### src/rtl/nipcb_pkg.sv
// Shared NIPCB types: arbiter FSM states, owner and SPI slave encodings, DAC frame layout.
// Combinational definitions only; no latency or flow control of its own.
package nipcb_pkg;

  typedef enum logic [2:0] {
    ST_IDLE  = 3'd0,
    ST_ISSUE = 3'd1,
    ST_MASK  = 3'd2,
    ST_WAIT  = 3'd3,
    ST_DONE  = 3'd4
  } state_t;

  localparam logic OWNER_STIM = 1'b0;
  localparam logic OWNER_REC  = 1'b1;

  localparam int SPI_SLAVE_DAC = 0;
  localparam int SPI_SLAVE_ADC = 1;

  localparam int SPI_FRAME_BW = 16;

  // DAC frame is {DAC_PAD_HI zeros, word, DAC_PAD_LO zeros}
  localparam int DAC_PAD_HI = 1;
  localparam int DAC_PAD_LO = 5;

endpackage

### src/rtl/nipcb_spi_arbiter_if.sv
// Bundle of requester handshakes, spi_core connections and status between the arbiter and its neighbours.
// master = arbiter side, slave = sequencers plus spi_core side.
interface nipcb_spi_arbiter_if
  import nipcb_pkg::*;
#(
  parameter int STIM_BW = 10,
  parameter int REC_BW  = 14
);
  logic                    stim_req;
  logic [STIM_BW-1:0]      stim_data;
  logic                    stim_ack;
  logic                    rec_req;
  logic                    rec_ack;
  logic [REC_BW-1:0]       rec_data;
  logic [SPI_FRAME_BW-1:0] spi_odata;
  logic [1:0]              spi_send;
  logic [1:0]              spi_recv;
  logic [REC_BW-1:0]       spi_idata;
  logic                    spi_ready;
  logic                    busy;
  logic                    owner;
  logic                    timeout_err;
  logic                    clear_err;

  modport master (
    input  stim_req, stim_data, rec_req, spi_idata, spi_ready, clear_err,
    output stim_ack, rec_ack, rec_data, spi_odata, spi_send, spi_recv,
           busy, owner, timeout_err
  );

  modport slave (
    output stim_req, stim_data, rec_req, spi_idata, spi_ready, clear_err,
    input  stim_ack, rec_ack, rec_data, spi_odata, spi_send, spi_recv,
           busy, owner, timeout_err
  );

endinterface

### src/rtl/nipcb_spi_arbiter.sv
// Shares spi_core between DAC writes (fixed priority, streak-limited) and ADC reads, with timeout.
// Grant at N -> send/recv pulse at N+1, ack one cycle after first spi_ready in WAIT; requesters held via req/ack.
module nipcb_spi_arbiter
  import nipcb_pkg::*;
#(
  parameter int STIM_BW    = 10,
  parameter int REC_BW     = 14,
  parameter int MAX_STREAK = 4,
  parameter int TIMEOUT    = 1024
) (
  input logic clk,
  input logic rst,
  nipcb_spi_arbiter_if.master bus
);

  localparam int STREAK_W = $clog2(MAX_STREAK + 1);
  localparam int TMO_W    = $clog2(TIMEOUT + 1);

  state_t                  state;
  state_t                  state_nxt;
  logic                    owner_q;
  logic [STREAK_W-1:0]     streak;
  logic [TMO_W-1:0]        tmo_cnt;
  logic [SPI_FRAME_BW-1:0] odata_q;
  logic [REC_BW-1:0]       rec_data_q;
  logic                    timeout_err_q;
  logic [STIM_BW-1:0]      stim_word;
  logic                    grant;
  logic                    grant_rec;
  logic                    streak_full;
  logic                    tmo_hit;
  logic                    tmo_run;

  assign stim_word   = bus.stim_data;
  assign grant       = (state == ST_IDLE) && bus.spi_ready && (bus.stim_req || bus.rec_req);
  assign streak_full = (streak == STREAK_W'(MAX_STREAK));
  assign grant_rec   = bus.rec_req && (!bus.stim_req || streak_full);
  assign tmo_hit     = (state == ST_WAIT) && !bus.spi_ready && (tmo_cnt == TMO_W'(TIMEOUT));
  assign tmo_run     = (state == ST_ISSUE) || (state == ST_MASK) || ((state == ST_WAIT) && !tmo_hit);

  always_ff @(posedge clk) begin
    if (rst) begin
      state <= ST_IDLE;
    end else begin
      state <= state_nxt;
    end
  end

  always_comb begin
    state_nxt = state;
    case (state)
      ST_IDLE:  if (grant) state_nxt = ST_ISSUE;
      ST_ISSUE: state_nxt = ST_MASK;
      ST_MASK:  state_nxt = ST_WAIT;
      ST_WAIT: begin
        if (bus.spi_ready)  state_nxt = ST_DONE;
        else if (tmo_hit)   state_nxt = ST_IDLE;
      end
      ST_DONE:  state_nxt = ST_IDLE;
      default:  state_nxt = ST_IDLE;
    endcase
  end

  always_comb begin
    bus.busy     = (state != ST_IDLE);
    bus.stim_ack = (state == ST_DONE) && (owner_q == OWNER_STIM);
    bus.rec_ack  = (state == ST_DONE) && (owner_q == OWNER_REC);
    bus.spi_send = '0;
    bus.spi_recv = '0;
    if (state == ST_ISSUE) begin
      if (owner_q == OWNER_STIM) bus.spi_send[SPI_SLAVE_DAC] = 1'b1;
      else                       bus.spi_recv[SPI_SLAVE_ADC] = 1'b1;
    end
  end

  assign bus.owner       = owner_q;
  assign bus.spi_odata   = odata_q;
  assign bus.rec_data    = rec_data_q;
  assign bus.timeout_err = timeout_err_q;

  always_ff @(posedge clk) begin
    if (rst) begin
      owner_q       <= OWNER_STIM;
      odata_q       <= '0;
      streak        <= '0;
      tmo_cnt       <= '0;
      rec_data_q    <= '0;
      timeout_err_q <= 1'b0;
    end else begin
      if (grant) begin
        owner_q <= grant_rec ? OWNER_REC : OWNER_STIM;
        odata_q <= grant_rec ? '0 : {{DAC_PAD_HI{1'b0}}, stim_word, {DAC_PAD_LO{1'b0}}};
        // Streak only grows while a read is actually being held off
        if (grant_rec || !bus.rec_req) streak <= '0;
        else if (!streak_full)         streak <= streak + STREAK_W'(1);
      end
      if (grant)        tmo_cnt <= '0;
      else if (tmo_run) tmo_cnt <= tmo_cnt + TMO_W'(1);
      if ((state == ST_WAIT) && bus.spi_ready && (owner_q == OWNER_REC))
        rec_data_q <= bus.spi_idata;
      if (tmo_hit)            timeout_err_q <= 1'b1;
      else if (bus.clear_err) timeout_err_q <= 1'b0;
    end
  end

endmodule

### src/flat_wrapper.sv
// flat-port wrapper written by rule: the top's interface ports become plain ports
module nipcb_spi_arbiter_flat import nipcb_pkg::*;
#(
  parameter int STIM_BW    = 10,
  parameter int REC_BW     = 14,
  parameter int MAX_STREAK = 4,
  parameter int TIMEOUT    = 1024
)
  (clk, rst, bus_stim_req, bus_stim_data, bus_rec_req, bus_spi_idata, bus_spi_ready, bus_clear_err, bus_stim_ack, bus_rec_ack, bus_rec_data, bus_spi_odata, bus_spi_send, bus_spi_recv, bus_busy, bus_owner, bus_timeout_err);
  nipcb_spi_arbiter_if #(.STIM_BW(STIM_BW), .REC_BW(REC_BW)) bus_i ();
  input logic clk;
  input logic rst;
  input wire logic [$bits(bus_i.stim_req)-1:0] bus_stim_req;
  input wire logic [$bits(bus_i.stim_data)-1:0] bus_stim_data;
  input wire logic [$bits(bus_i.rec_req)-1:0] bus_rec_req;
  input wire logic [$bits(bus_i.spi_idata)-1:0] bus_spi_idata;
  input wire logic [$bits(bus_i.spi_ready)-1:0] bus_spi_ready;
  input wire logic [$bits(bus_i.clear_err)-1:0] bus_clear_err;
  output wire logic [$bits(bus_i.stim_ack)-1:0] bus_stim_ack;
  output wire logic [$bits(bus_i.rec_ack)-1:0] bus_rec_ack;
  output wire logic [$bits(bus_i.rec_data)-1:0] bus_rec_data;
  output wire logic [$bits(bus_i.spi_odata)-1:0] bus_spi_odata;
  output wire logic [$bits(bus_i.spi_send)-1:0] bus_spi_send;
  output wire logic [$bits(bus_i.spi_recv)-1:0] bus_spi_recv;
  output wire logic [$bits(bus_i.busy)-1:0] bus_busy;
  output wire logic [$bits(bus_i.owner)-1:0] bus_owner;
  output wire logic [$bits(bus_i.timeout_err)-1:0] bus_timeout_err;
  assign bus_i.stim_req = bus_stim_req;
  assign bus_i.stim_data = bus_stim_data;
  assign bus_i.rec_req = bus_rec_req;
  assign bus_i.spi_idata = bus_spi_idata;
  assign bus_i.spi_ready = bus_spi_ready;
  assign bus_i.clear_err = bus_clear_err;
  assign bus_stim_ack = bus_i.stim_ack;
  assign bus_rec_ack = bus_i.rec_ack;
  assign bus_rec_data = bus_i.rec_data;
  assign bus_spi_odata = bus_i.spi_odata;
  assign bus_spi_send = bus_i.spi_send;
  assign bus_spi_recv = bus_i.spi_recv;
  assign bus_busy = bus_i.busy;
  assign bus_owner = bus_i.owner;
  assign bus_timeout_err = bus_i.timeout_err;
  nipcb_spi_arbiter #(.STIM_BW(STIM_BW), .REC_BW(REC_BW), .MAX_STREAK(MAX_STREAK), .TIMEOUT(TIMEOUT)) u_core (.clk(clk), .rst(rst), .bus(bus_i));
endmodule
### config.mk
export PLATFORM = sky130hd
export DESIGN_NAME = nipcb_spi_arbiter_flat
export DESIGN_NICKNAME = d
export VERILOG_FILES = /design/src/rtl/nipcb_pkg.sv /design/src/rtl/nipcb_spi_arbiter_if.sv /design/src/rtl/nipcb_spi_arbiter.sv /design/src/flat_wrapper.sv
export SDC_FILE = /design/constraint.sdc
export NUM_CORES = 1
export LEC_CHECK = 0
export ABC_CLOCK_PERIOD_IN_PS = 1800
export CORE_AREA = 5 5 103 76
export CTS_CLUSTER_SIZE = 25
export DETAILED_ROUTE_END_ITERATION = 7
export DIE_AREA = 0 0 108 81
export DONT_BUFFER_PORTS = 1
export SYNTH_ARGS = -nofsm -noshare
export SYNTH_HDL_FRONTEND = slang
export SYNTH_SLANG_ARGS = --single-unit
### constraint.sdc
create_clock -name clk -period 1.8 [get_ports clk]
set_input_delay 0.09 -clock clk [delete_from_list [all_inputs] [get_ports clk]]
set_output_delay 0.09 -clock clk [all_outputs]
set_load 0.1 [all_outputs]
Word level (Yosys, flattened, before mapping)
Index checks and enable logic that the tools add are counted.

Register bits: 49. Bits of input ports: 30. Output and inout bits: 39. Word-level logic and storage cells: 58.

$add $sub $neg: 2. Equality and inequality tests: 9. Muxes and demuxes: 14. Bitwise logic cells: 1. Reduce and logical (&&, ||, !) cells: 25.

Operators with widths (number): $mux 15 (1); $mux 3 (5); $pmux 3 s4 (1); $add 11x1->11 const B (1); $eq 11x11->1 const B (1); $logic_and 1x1->1 (10); $mux 1 (7); $eq 3x2->1 const B (2); $eq 3x3->1 const B (2); $logic_or 1x1->1 (5); $logic_not 1->1 (4); $reduce_and 2->1 (2); $add 3x1->3 const B (1); $eq 3x1->1 const B (1); $logic_not 3->1 (1); $ne 3x2->1 const B (1); $reduce_bool 3->1 (1); $ne 2x1->1 const B (1); $ne 2x2->1 const B (1); $reduce_bool 2->1 (1); $reduce_or 2->1 (1); $not 1->1 (1).

Depth between registers and ports, before layout
Word-level depth: 6. Gate-level depth with buffers: 7. Depth with buffers taken out: 7.

Worst setup path after synthesis
Ideal clock, no wire load.

Kind: register to output. Start: reg u_core.owner_q (netlist: u_core.bus.owner). End: out bus_spi_send[0]. Arrival time: 3.962 ns. Data required time: 1.710 ns. Path slack: -2.252 ns. Stages on the path, launching flop included: 2. Buffers on the path: 0. Cell sequence: dfxtp_1 > nor4b_1.

Word-level cells in the longest chain between the ends: 2.

Ends and longest elaborated chain: from (decl) (line nipcb_spi_arbiter.sv:21) `logic owner_q;`; from (signal assigned) (line nipcb_spi_arbiter.sv:91) `owner_q <= grant_rec ? OWNER_REC : OWNER_STIM;`; $mux 1 (line nipcb_spi_arbiter.sv:71) `if (owner_q == OWNER_STIM) bus.spi_send[SPI_SLAVE_DAC] = 1'b1;`; $mux 1 (line nipcb_spi_arbiter.sv:70) `if (state == ST_ISSUE) begin`; to (decl) (line flat_wrapper.sv:23) `output wire logic [$bits(bus_i.spi_send)-1:0] bus_spi_send;`.

Every way passes these cells.

Final worst setup path
Start: reg u_core.tmo_cnt[0]. End: reg u_core.tmo_cnt[7].

Word-level cells in the longest chain between the ends: 5. Elaborated cells on any way between the ends: 6. Those cells by class: 1 x add/sub; 1 x eq/ne; 4 x reduce/logical.

Ends and longest elaborated chain: from (decl) (line nipcb_spi_arbiter.sv:23) `logic [TMO_W-1:0] tmo_cnt;`; from (signal assigned) (line nipcb_spi_arbiter.sv:98) `else if (tmo_run) tmo_cnt <= tmo_cnt + TMO_W'(1);`; parallel branches: the longest is 5 deep, another holds $add 11x1->11.

Parallel ways; which one is timed is not known. A chain may end at the register's enable or synchronous reset.

==> metrics.txt <==
# TYPE chip_impl_metric gauge
chip_impl_metric{name="detail_route.wirelength",unit="microns"} 4800
chip_impl_metric{name="fin_skew",unit="ns"} 0.00155
chip_impl_metric{name="tightest_slew",unit="ns"} 0.857
chip_impl_metric{name="drt_drc_violations_left",unit=""} 0
chip_impl_metric{name="layout-area-overhead-vs-synth",unit="%"} 38.3
chip_impl_metric{name="mapped_area",unit="sq mm"} 0.00195
chip_impl_metric{name="finalCriticalPeriod",unit="ns"} 1.69
chip_impl_metric{name="totalNegativeSetupSlack",unit="ns"} 0
chip_impl_metric{name="first_iter_violations",unit=""} 106
chip_impl_metric{name="async_flop_share",unit="%"} 0
chip_impl_metric{name="numCtsBuffers",unit=""} 5
chip_impl_info{name="yosysMostFrequentCell",value="dfxtp_1"} 1
chip_impl_metric{name="grt.overflow.total",unit=""} 0
chip_impl_metric{name="cts-htree-levels",unit=""} 2
chip_impl_info{name="critical_path.cell_chain",value="inv_1 -> ha_1 -> and2b_4 -> nand4_4 -> nand2_4 -> or4_1 -> a21oi_1"} 1
chip_impl_info{name="run_status",value="complete, no violations"} 1
chip_impl_metric{name="postPlaceCellArea",unit="sq mm"} 0.00228
chip_impl_info{name="critPathTopFamily",value="simple AND/OR/NAND/NOR gates"} 1
chip_impl_metric{name="critical-path-max-stage-delay",unit="ns"} 0.50
chip_impl_metric{name="width_of_the_die",unit="microns"} 108
chip_impl_metric{name="multi_input_comb_area",unit="sq mm"} 0.00100
chip_impl_metric{name="coreArea",unit="sq mm"} 0.00663
chip_impl_metric{name="fmax",unit="GHz"} 0.590
chip_impl_metric{name="nFillCells",unit=""} 649
chip_impl_metric{name="synth_enable_flop_cells",unit=""} 0
chip_impl_metric{name="timing.critical_path.depth",unit=""} 7
chip_impl_metric{name="syn_avg_cell_area",unit="sq um"} 8.84
chip_impl_info{name="crit_path_end_kind",value="register"} 1
chip_impl_info{name="reg_to_reg_startpoint",value="u_core.tmo_cnt[0]"} 1
chip_impl_info{name="synth.largest_area_cell",value="dfxtp_1"} 1
chip_impl_metric{name="peakVddDrop",unit="V"} 0.000466
chip_impl_metric{name="synth_warnings",unit=""} 0
chip_impl_info{name="crit_path_start_kind",value="register"} 1
chip_impl_info{name="worst_r2r_endpoint",value="u_core.tmo_cnt[7]"} 1
chip_impl_metric{name="timing.critical_path.required",unit="ns"} 2.02
chip_impl_metric{name="hold_path_depth",unit=""} 3
chip_impl_info{name="crit_type",value="reg -> reg"} 1
chip_impl_info{name="worstHoldPathType",value="in -> reg"} 1
chip_impl_info{name="cts_tree",value="yes"} 1
chip_impl_metric{name="critical_path.max_fanout",unit=""} 8
chip_impl_metric{name="pin_count_of_the_biggest_net_entering_global_routing",unit=""} 21
chip_impl_metric{name="worst_skew_pair.late_latency",unit="ns"} 0.29
chip_impl_metric{name="leakage",unit="uW"} 0.00106
chip_impl_info{name="synth_top_cells_by_count",value="dfxtp_1 (43), nand2_1 (40), a21oi_1 (20), nor2_1 (16), nand3_1 (13)"} 1
chip_impl_metric{name="netlist_instances",unit=""} 221
chip_impl_metric{name="grt.total_usage",unit="%"} 11.6
chip_impl_metric{name="grt_pass1_vias",unit=""} 1700
chip_impl_metric{name="number_of_library_cell_types_mapped_by_synthesis",unit=""} 43
chip_impl_metric{name="worst-r2r-setup-slack",unit="ns"} 0.11
chip_impl_metric{name="placement_rows",unit=""} 25
chip_impl_metric{name="critical_path_buf_inv_count",unit=""} 1
chip_impl_metric{name="finished_core_util",unit="%"} 40.7
chip_impl_info{name="hold_path.startpoint",value="rst"} 1
chip_impl_metric{name="finalInstanceArea",unit="sq mm"} 0.00270
chip_impl_info{name="crit_path_top_delay_cell",value="or4_1"} 1
chip_impl_metric{name="first_pass_grt_wire_length",unit="microns"} 8070
chip_impl_metric{name="layout_cell_share_with_drive_strength_beyond_1",unit="%"} 21.6
chip_impl_info{name="synth_area_leaders",value="dfxtp_1 (44%), nand2_1 (7.7%), a21oi_1 (5.1%)"} 1
chip_impl_metric{name="rr_worst_depth",unit=""} 7
chip_impl_metric{name="io-pin-count",unit=""} 69
chip_impl_metric{name="max_cap_viol_count",unit=""} 0
chip_impl_metric{name="p_per_area",unit="mW/mm^2"} 901
chip_impl_metric{name="synth_top_area_share",unit="%"} 44.1
chip_impl_metric{name="synth_sequential_area_ratio",unit="%"} 44.1
chip_impl_metric{name="cts_clock_pin_slew_for_the_worst_setup_and_hold_paths",unit="ns"} 0.08
chip_impl_metric{name="routed-via-count",unit=""} 1699
chip_impl_metric{name="floorplan.initialDensity",unit="%"} 29.5
chip_impl_metric{name="post-cts-setup-buffers",unit=""} 0
chip_impl_info{name="cts_root_buffer",value="clkbuf_8"} 1
chip_impl_metric{name="wl_per_cell",unit="microns"} 12.8
chip_impl_info{name="worstHoldEndpoint",value="u_core.streak[0]"} 1
chip_impl_metric{name="num-nets-final",unit=""} 315
chip_impl_metric{name="placement.io_buffers",unit=""} 0
chip_impl_metric{name="postRouteAntennaNets",unit=""} 0
chip_impl_metric{name="hold_violations",unit=""} 0
chip_impl_metric{name="synth_seq_cells",unit=""} 43
chip_impl_metric{name="die_height",unit="microns"} 81
chip_impl_metric{name="clock_sink_count",unit=""} 43
chip_impl_metric{name="timing.final.max_slew_violations",unit=""} 0
chip_impl_metric{name="grt_antenna_before_repair",unit=""} 0
chip_impl_metric{name="max-clock-path-buffers",unit=""} 2
chip_impl_metric{name="layout_worst_path_cycle_share",unit="%"} 94.2
chip_impl_info{name="rsz0062_at_grt",value="no"} 1
chip_impl_metric{name="fp.dieArea",unit="sq mm"} 0.00875
chip_impl_metric{name="vias_per_cell",unit=""} 4.52
chip_impl_metric{name="place.detailed.hpwl",unit="microns"} 3370
chip_impl_metric{name="drt_pre_antenna_iters",unit=""} 4
chip_impl_metric{name="antennaDiodeCount",unit=""} 0
chip_impl_info{name="dominantRegCellSynth",value="dfxtp_1"} 1
chip_impl_metric{name="crit_arrival",unit="ns"} 1.92
chip_impl_metric{name="worst_slew_margin_relative_to_its_limit",unit="%"} 42.7
chip_impl_metric{name="sequential_cell_area",unit="sq um"} 863
chip_impl_metric{name="setup_viol",unit=""} 0
chip_impl_metric{name="routabilityCongestion",unit=""} 0.861
-- power by group --
group	switching, uW	internal, uW	leakage, uW
registers	27.9	982	0.000349
logic	391	149	0.000643
clock network	328	555	0.0000654
total	747	1690	0.00106
-- per-stage QoR --
stage                     hold slack (ns)  setup slack [ns]  total power (uW)  cells
after floorplan                     0.204            0.0225              1470    228
after global placement              0.163             0.173              1510    340
after detailed placement            0.162             0.127              1510    340
after CTS                          0.0221             0.115              2460    376
after global routing               0.0224          0.000852              2540    376
final                              0.0127             0.105              2430    376
-- flip-flops by register name, summed over array words and instances, names as in the netlist --
| signal | count |
|---|---|
| u_core.state | 3 |
| u_core.bus.owner | 1 |
| u_core.bus.timeout_err | 1 |
| u_core.tmo_cnt | 11 |
| u_core.bus.rec_data | 14 |
| u_core.streak | 3 |
| u_core.bus.spi_odata | 10 |
-- worst max-delay path by stage --
| stage | to | from | slack (ns) |
|---|---|---|---|
| 2_1_floorplan | bus_spi_send[0] | u_core.bus.owner | 0.02 |
| 3_3_place_gp | u_core.tmo_cnt[9] | u_core.tmo_cnt[0] | 0.17 |
| 3_5_place_dp | u_core.tmo_cnt[7] | u_core.tmo_cnt[0] | 0.13 |
| 4_1_cts | u_core.tmo_cnt[7] | u_core.tmo_cnt[0] | 0.12 |
| 5_1_grt | u_core.tmo_cnt[7] | u_core.tmo_cnt[0] | 0.0009 |
| 6_report | u_core.tmo_cnt[7] | u_core.tmo_cnt[0] | 0.11 |
-- cells in the final DEF, fill, tap and decap left out, drive strengths merged, types with 6 or more instances in the layout --
master / count
dfxtp: 43
a21oi: 20
nor2: 19
conb: 8
a22o: 10
dlygate4sd3: 28
buf: 35
nand3: 13
and3: 7
clkbuf: 6
nand2: 41
-- tightest hold or removal path: stages --
cell	delay (ns)
nor2_4	0.05
nand2_1	0.07
o21ai_1	0.05
-- cells by family (layout without fill, tap and decap cells) --
| group | count (synthesis) | in the layout | synth area share, % |
|---|---|---|---|
| compound gates | 40 | 40 | 13.1 |
| xor+xnor | 7 | 7 | 3.14 |
| mux | 1 | 1 | 0.513 |
| flops | 43 | 43 | 44.1 |
| fa+ha+maj | 4 | 4 | 2.56 |
| buf+inv | 22 | 76 | 7.24 |
| other cells | 1 | 8 | 0.192 |
| simple gates | 103 | 103 | 29.1 |
-- what timing repair did --
action | in CTS | in global routing
hold buffers | 28 | 0
gates resized for setup | 0 | 2
setup endpoints to repair | 0 | 2
hold endpoints to repair | 30 | 0
-- final cells by class --
class	instances	area share, %
clock buffers	6	2.69
clock inverters	2	2.22
inverters	5	0.695
multi-input cells	163	37.1
flip-flops and latches	43	32.0
well taps	94	4.35
repair buffers	63	21.0
-- layer usage --
metal	track usage [%]	wire length, microns	up-vias
met5	0	0	-
met4	4.92	81	0
met2	19.4	2200	61
met3	2.70	381	5
met1	14.6	2140	773
li1	-	-	860
(Power assumes the default switching activity.)
